**config.mk**
```make
export PLATFORM = sky130hd
export DESIGN_NAME = ascon_state_unloader
export DESIGN_NICKNAME = d
export VERILOG_FILES = /design/src/rtl/ascon_state_unloader.sv
export SDC_FILE = /design/constraint.sdc
export NUM_CORES = 1
export LEC_CHECK = 0
export ABC_AREA = 1
export CAP_MARGIN = 5
export CELL_PAD_IN_SITES_DETAIL_PLACEMENT = 1
export CELL_PAD_IN_SITES_GLOBAL_PLACEMENT = 1
export CORE_MARGIN = 2
export CORE_UTILIZATION = 35
export DETAILED_ROUTE_END_ITERATION = 16
export HOLD_SLACK_MARGIN = 0.06
export PLACE_DENSITY_LB_ADDON = 0.1
export SLEW_MARGIN = 30
export SYNTH_ARGS = -nofsm -noshare
export SYNTH_HDL_FRONTEND = slang
export SYNTH_SLANG_ARGS = --single-unit
```
**constraint.sdc**
```tcl
create_clock -name clk -period 2.84 [get_ports clk]
set_input_delay 0.284 -clock clk [delete_from_list [all_inputs] [get_ports clk]]
set_output_delay 0.284 -clock clk [all_outputs]
set_load 0.01 [all_outputs]
```
**src/rtl/ascon_state_unloader.sv**
```systemverilog
// rtl/ascon_state_unloader.sv - serializes a captured Ascon permutation state as a byte stream
// Captures S_0..S_4 on a rounds_done rising edge and streams them MSB-first with valid/ready.
module ascon_state_unloader #(
  parameter int STATE_W   = 48,
  parameter int NUM_WORDS = 5
) (
  input  logic               clk,
  input  logic               rst_n,
  input  logic               rounds_done,
  input  logic [STATE_W-1:0] S_0_in,
  input  logic [STATE_W-1:0] S_1_in,
  input  logic [STATE_W-1:0] S_2_in,
  input  logic [STATE_W-1:0] S_3_in,
  input  logic [STATE_W-1:0] S_4_in,
  output logic [7:0]         out_data,
  output logic               out_valid,
  input  logic               out_ready,
  output logic               busy,
  output logic               done
);

  localparam int SHADOW_W    = NUM_WORDS * STATE_W;
  localparam int TOTAL_BYTES = SHADOW_W / 8;
  localparam int CNT_W       = $clog2(TOTAL_BYTES);
  localparam logic [CNT_W-1:0] LAST_IDX = CNT_W'(TOTAL_BYTES - 1);

  typedef enum logic [1:0] {IDLE, SEND, FINISH} state_t;

  state_t              state;
  logic                rd_q;
  logic [SHADOW_W-1:0] shadow;
  logic [CNT_W-1:0]    cnt;
  logic                start;

  assign start = rounds_done & ~rd_q;

  // Byte 0 is the top byte of S_0, so index counts down from the shadow MSB.
  function automatic logic [7:0] byte_at(input logic [SHADOW_W-1:0] s,
                                         input logic [CNT_W-1:0]    idx);
    byte_at = s[SHADOW_W - 8 - 8 * int'(idx) +: 8];
  endfunction

  always_ff @(posedge clk or negedge rst_n) begin
    if (!rst_n) begin
      state     <= IDLE;
      rd_q      <= 1'b0;
      shadow    <= '0;
      cnt       <= '0;
      out_data  <= 8'h00;
      out_valid <= 1'b0;
      busy      <= 1'b0;
      done      <= 1'b0;
    end else begin
      rd_q <= rounds_done;
      case (state)
        IDLE: begin
          done <= 1'b0;
          if (start) begin
            shadow <= {S_0_in, S_1_in, S_2_in, S_3_in, S_4_in};
            cnt    <= '0;
            busy   <= 1'b1;
            state  <= SEND;
          end
        end
        SEND: begin
          // First SEND cycle only presents byte 0; transfers start the cycle after.
          if (!out_valid) begin
            out_valid <= 1'b1;
            out_data  <= byte_at(shadow, cnt);
          end else if (out_ready) begin
            if (cnt == LAST_IDX) begin
              out_valid <= 1'b0;
              out_data  <= 8'h00;
              done      <= 1'b1;
              state     <= FINISH;
            end else begin
              cnt      <= cnt + 1'b1;
              out_data <= byte_at(shadow, cnt + 1'b1);
            end
          end
        end
        FINISH: begin
          done  <= 1'b0;
          busy  <= 1'b0;
          state <= IDLE;
        end
        default: state <= IDLE;
      endcase
    end
  end

endmodule

```
==> metrics.cfg <==
[run_status]
outcome=completed

[setup_path]
r2r_start=cnt[0]
cp-startpoint=cnt[0]
r2r_slack_ps=240
cp-endpoint=out_data[1]
arrival_ps=3130
worstSetupPathType=flop to flop
rr_worst_depth=13
crit_chain=ha_2 > clkinv_2 > buf_4 > nand2_1 > a21oi_1 > o21ai_0 > nand2_1 > nand2_1 > nand3_1 > nand3_1 > nand2_1 > nand2_1 > nand2_1
reg2reg_to=out_data[1]
cpMostUsedCell=nand2_1
path_max_fanout=23
slowest_stage=dfrtp_4
required_ps=3370
max_stage_delay_ps=520
crit_path_end_kind=flop
worst_setup_path_start_kind=flop

[detailed_routing]
wl_per_cell_um=20.4
vias=14502
firstDrtPassIters=5
wl_um=56100
ant_nets=0
via_per_inst=5.26
drc=0
drt_iter0_markers=915

[yosys]
synth_xor_area_share_pct=0.0590
netlist_area_mm2=0.0149
muxShareOfSynthArea_pct=4.55
syn_inst=2002
yosys.area_share.simple_pct=25.0
synth_top_family_by_area=simple AND/OR/NAND/NOR gates
ys_types=27
ys_seq_area_share_pct=43.6
avgSynthCellArea_um2=7.42
yosysWarnings=0
ys_ff_latch=259
synth-compound-area-share_pct=15.4
synth_fp_nets=2251
synth_fa_ha_area_share_pct=0.421

[run]
maxCapViolCount=0

[timing]
finalSetupTns_ps=0
rsz0062_at_grt=true
finalClockSkew_ps=29.4
fin_ws_ps=240
setup_viol=0
max_slew.worst_pin.slew_ps=888
timing.final.max_slew_violations=0
max_freq_mhz=385
relSlewSlack_pct=40.8
hold_violations=0
fin_crit_sh_pct=91.5
period_needed_ps=2600

[cts]
clk_pin_slew_ps=60
cts.sinks=259
cts_root_buf=clkbuf_16
cts_htree_levels=1
cts_tree=yes
cts_buffer_depth=3
cts_buffers=31
clk_latency_ps=600

[final_layout]
layout-area-overhead-vs-synth_pct=27.2
layout-drive-gt1-share_pct=7.94
final_cell_area_mm2=0.0189
fillers=5168
layout.nets=2444
diodes=0

[floorplanning]
num_rows=75
dieArea_mm2=0.0441
io_pins=255
die_w_um=210
start_util_pct=35.4
fp.dieH_um=210
core_area_mm2=0.0419

[global_route]
grt_pass1_wl_um=86600
grt-ovfl-total=0
grt_start_max_net_pins=192
track_usage_pct=25.3
antenna_found_initial=0
grt_pass1_vias=15084

[pwr]
power.leakage_nw=8.94
ir_drop_mv=0.809
powerDensity_mw_per_mm2=1330
p_total_w=0.0251

[min_path]
worstHoldPathCells=1
hold_class=input port to flop

[place]
place_congestion=0.898
port_buffers=254
dp_hpwl_um=41000
dpl_worst_slack_ps=200
placed_cell_area_mm2=0.0178

layer usage:
layer  wire length, um  track usage (%)  up-vias  part of all wire (%)
met5                 0                0        -                     0
met4              1310             6.85        0                   2.3
met3              2370             3.14       67                   4.2
met2             26900             42.7      318                    48
met1             25600             34.4     7198                    46
li1                  -                -     6919                     -
state kept, by name (all words and copies together), names as in the netlist:
| signal | count |
|---|---|
| shadow | 240 |
| out_data | 8 |
| cnt | 5 |
| state | 2 |
| busy | 1 |
| done | 1 |
| out_valid | 1 |
| rd_q | 1 |
cell usage after synthesis:
| master | n | area share [%] |
|---|---|---|
| nand2_1 | 390 | 9.9 |
| a21oi_1 | 265 | 8.9 |
| dfrtp_1 | 259 | 44 |
| nor2_1 | 248 | 6.3 |
| nand3_1 | 241 | 8.1 |
| inv_1 | 204 | 5.2 |
| o21ai_0 | 84 | 2.8 |
| clkbuf_1 | 60 | 1.5 |
| mux2_2 | 60 | 4.5 |
| o211ai_1 | 60 | 3.0 |
| buf_2 | 43 | 1.4 |
| buf_6 | 26 | 2.0 |
| o21ai_1 | 12 | 0.40 |
| buf_4 | 7 | 0.35 |
| nor3_1 | 7 | 0.24 |
| buf_1 | 5 | 0.13 |
| ha_1 | 5 | 0.42 |
| nand4_1 | 5 | 0.21 |
| inv_2 | 4 | 0.10 |
| nand2_2 | 4 | 0.17 |
| o22ai_1 | 4 | 0.17 |
| clkinv_1 | 3 | 0.076 |
| nand3b_1 | 2 | 0.10 |
| buf_12 | 1 | 0.13 |
| nor2_2 | 1 | 0.042 |
| o211ai_2 | 1 | 0.084 |
| xor2_1 | 1 | 0.059 |
placed cells by master (no fill, tap or decap), types with 6 or more instances in the layout:
cell / Yosys / final
nand2_1: 390 / 390
a21oi_1: 265 / 265
dfrtp_1: 259 / 257
clkdlybuf4s50_1: 0 / 253
nor2_1: 248 / 248
nand3_1: 241 / 241
inv_1: 204 / 203
o21ai_0: 84 / 84
mux2_2: 60 / 60
o211ai_1: 60 / 60
clkbuf_16: 0 / 31
buf_4: 7 / 30
buf_12: 1 / 16
o21ai_1: 12 / 12
clkinv_2: 0 / 7
nor3_1: 7 / 7
clkinvlp_4: 0 / 6
worst max-delay path, delay by kind of cell, from the launching register on:
family,cells,cell delay [ps]
and+or+nand+nor,8,960
buffers and inverters,2,430
adders and majority gates,1,330
DFF,1,520
AOI/OAI and AO/OA,2,300
cells by family (layout without fill, tap and decap cells):
| logic type | count (synthesis) | in the layout |
|---|---|---|
| AND/OR/NAND/NOR | 898 | 898 |
| AO/OA/AOI/OAI | 426 | 426 |
| buffers and inverters | 353 | 569 |
| flip-flops | 259 | 259 |
| multiplexers | 60 | 60 |
| adder cells (fa/ha/maj) | 5 | 5 |
| XOR/XNOR | 1 | 1 |
area by class of cell:
cell class	count	area (um2)	share of cell area, %
multi-input cells	1390	6770	35.8
flip-flops and latches	259	6490	34.3
repair buffers	302	3110	16.5
clock buffers	38	822	4.35
inverters	211	796	4.21
well taps	539	674	3.57
clock inverters	18	234	1.24
report_power, final:
part | switching (W) | internal, W
sequential | 0.00125 | 0.00552
clock | 0.00167 | 0.00250
combinational | 0.00913 | 0.00498
worst min-delay path by stage:
stage                           start     endpoint  slack [ps]
after global placement          rst_n  shadow[202]         340
after global routing      rounds_done         rd_q         220
after CTS                 rounds_done         rd_q         210
after detailed placement        rst_n  shadow[202]         340
final                     rounds_done         rd_q         220
after floorplan                 rst_n         busy         -10
stage by stage:
| step | hold slack [ps] | instances | utilization [%] |
|---|---|---|---|
| floorplan | -11.6 | 2002 | - |
| finish | 215 | 2757 | 45.1 |
| global placement | 340 | 2699 | 42.5 |
| detailed placement | 339 | 2699 | 42.5 |
| global route | 219 | 2757 | 45.1 |
| CTS | 209 | 2756 | 45.0 |
timing repair:
action                     CTS  global route
buffers inserted             0             1
gates resized for setup      0             2
setup endpoints to repair    0             6
hold endpoints to repair    70             0
hold buffers                 1             0
Power figures use the tool's default switching activity.
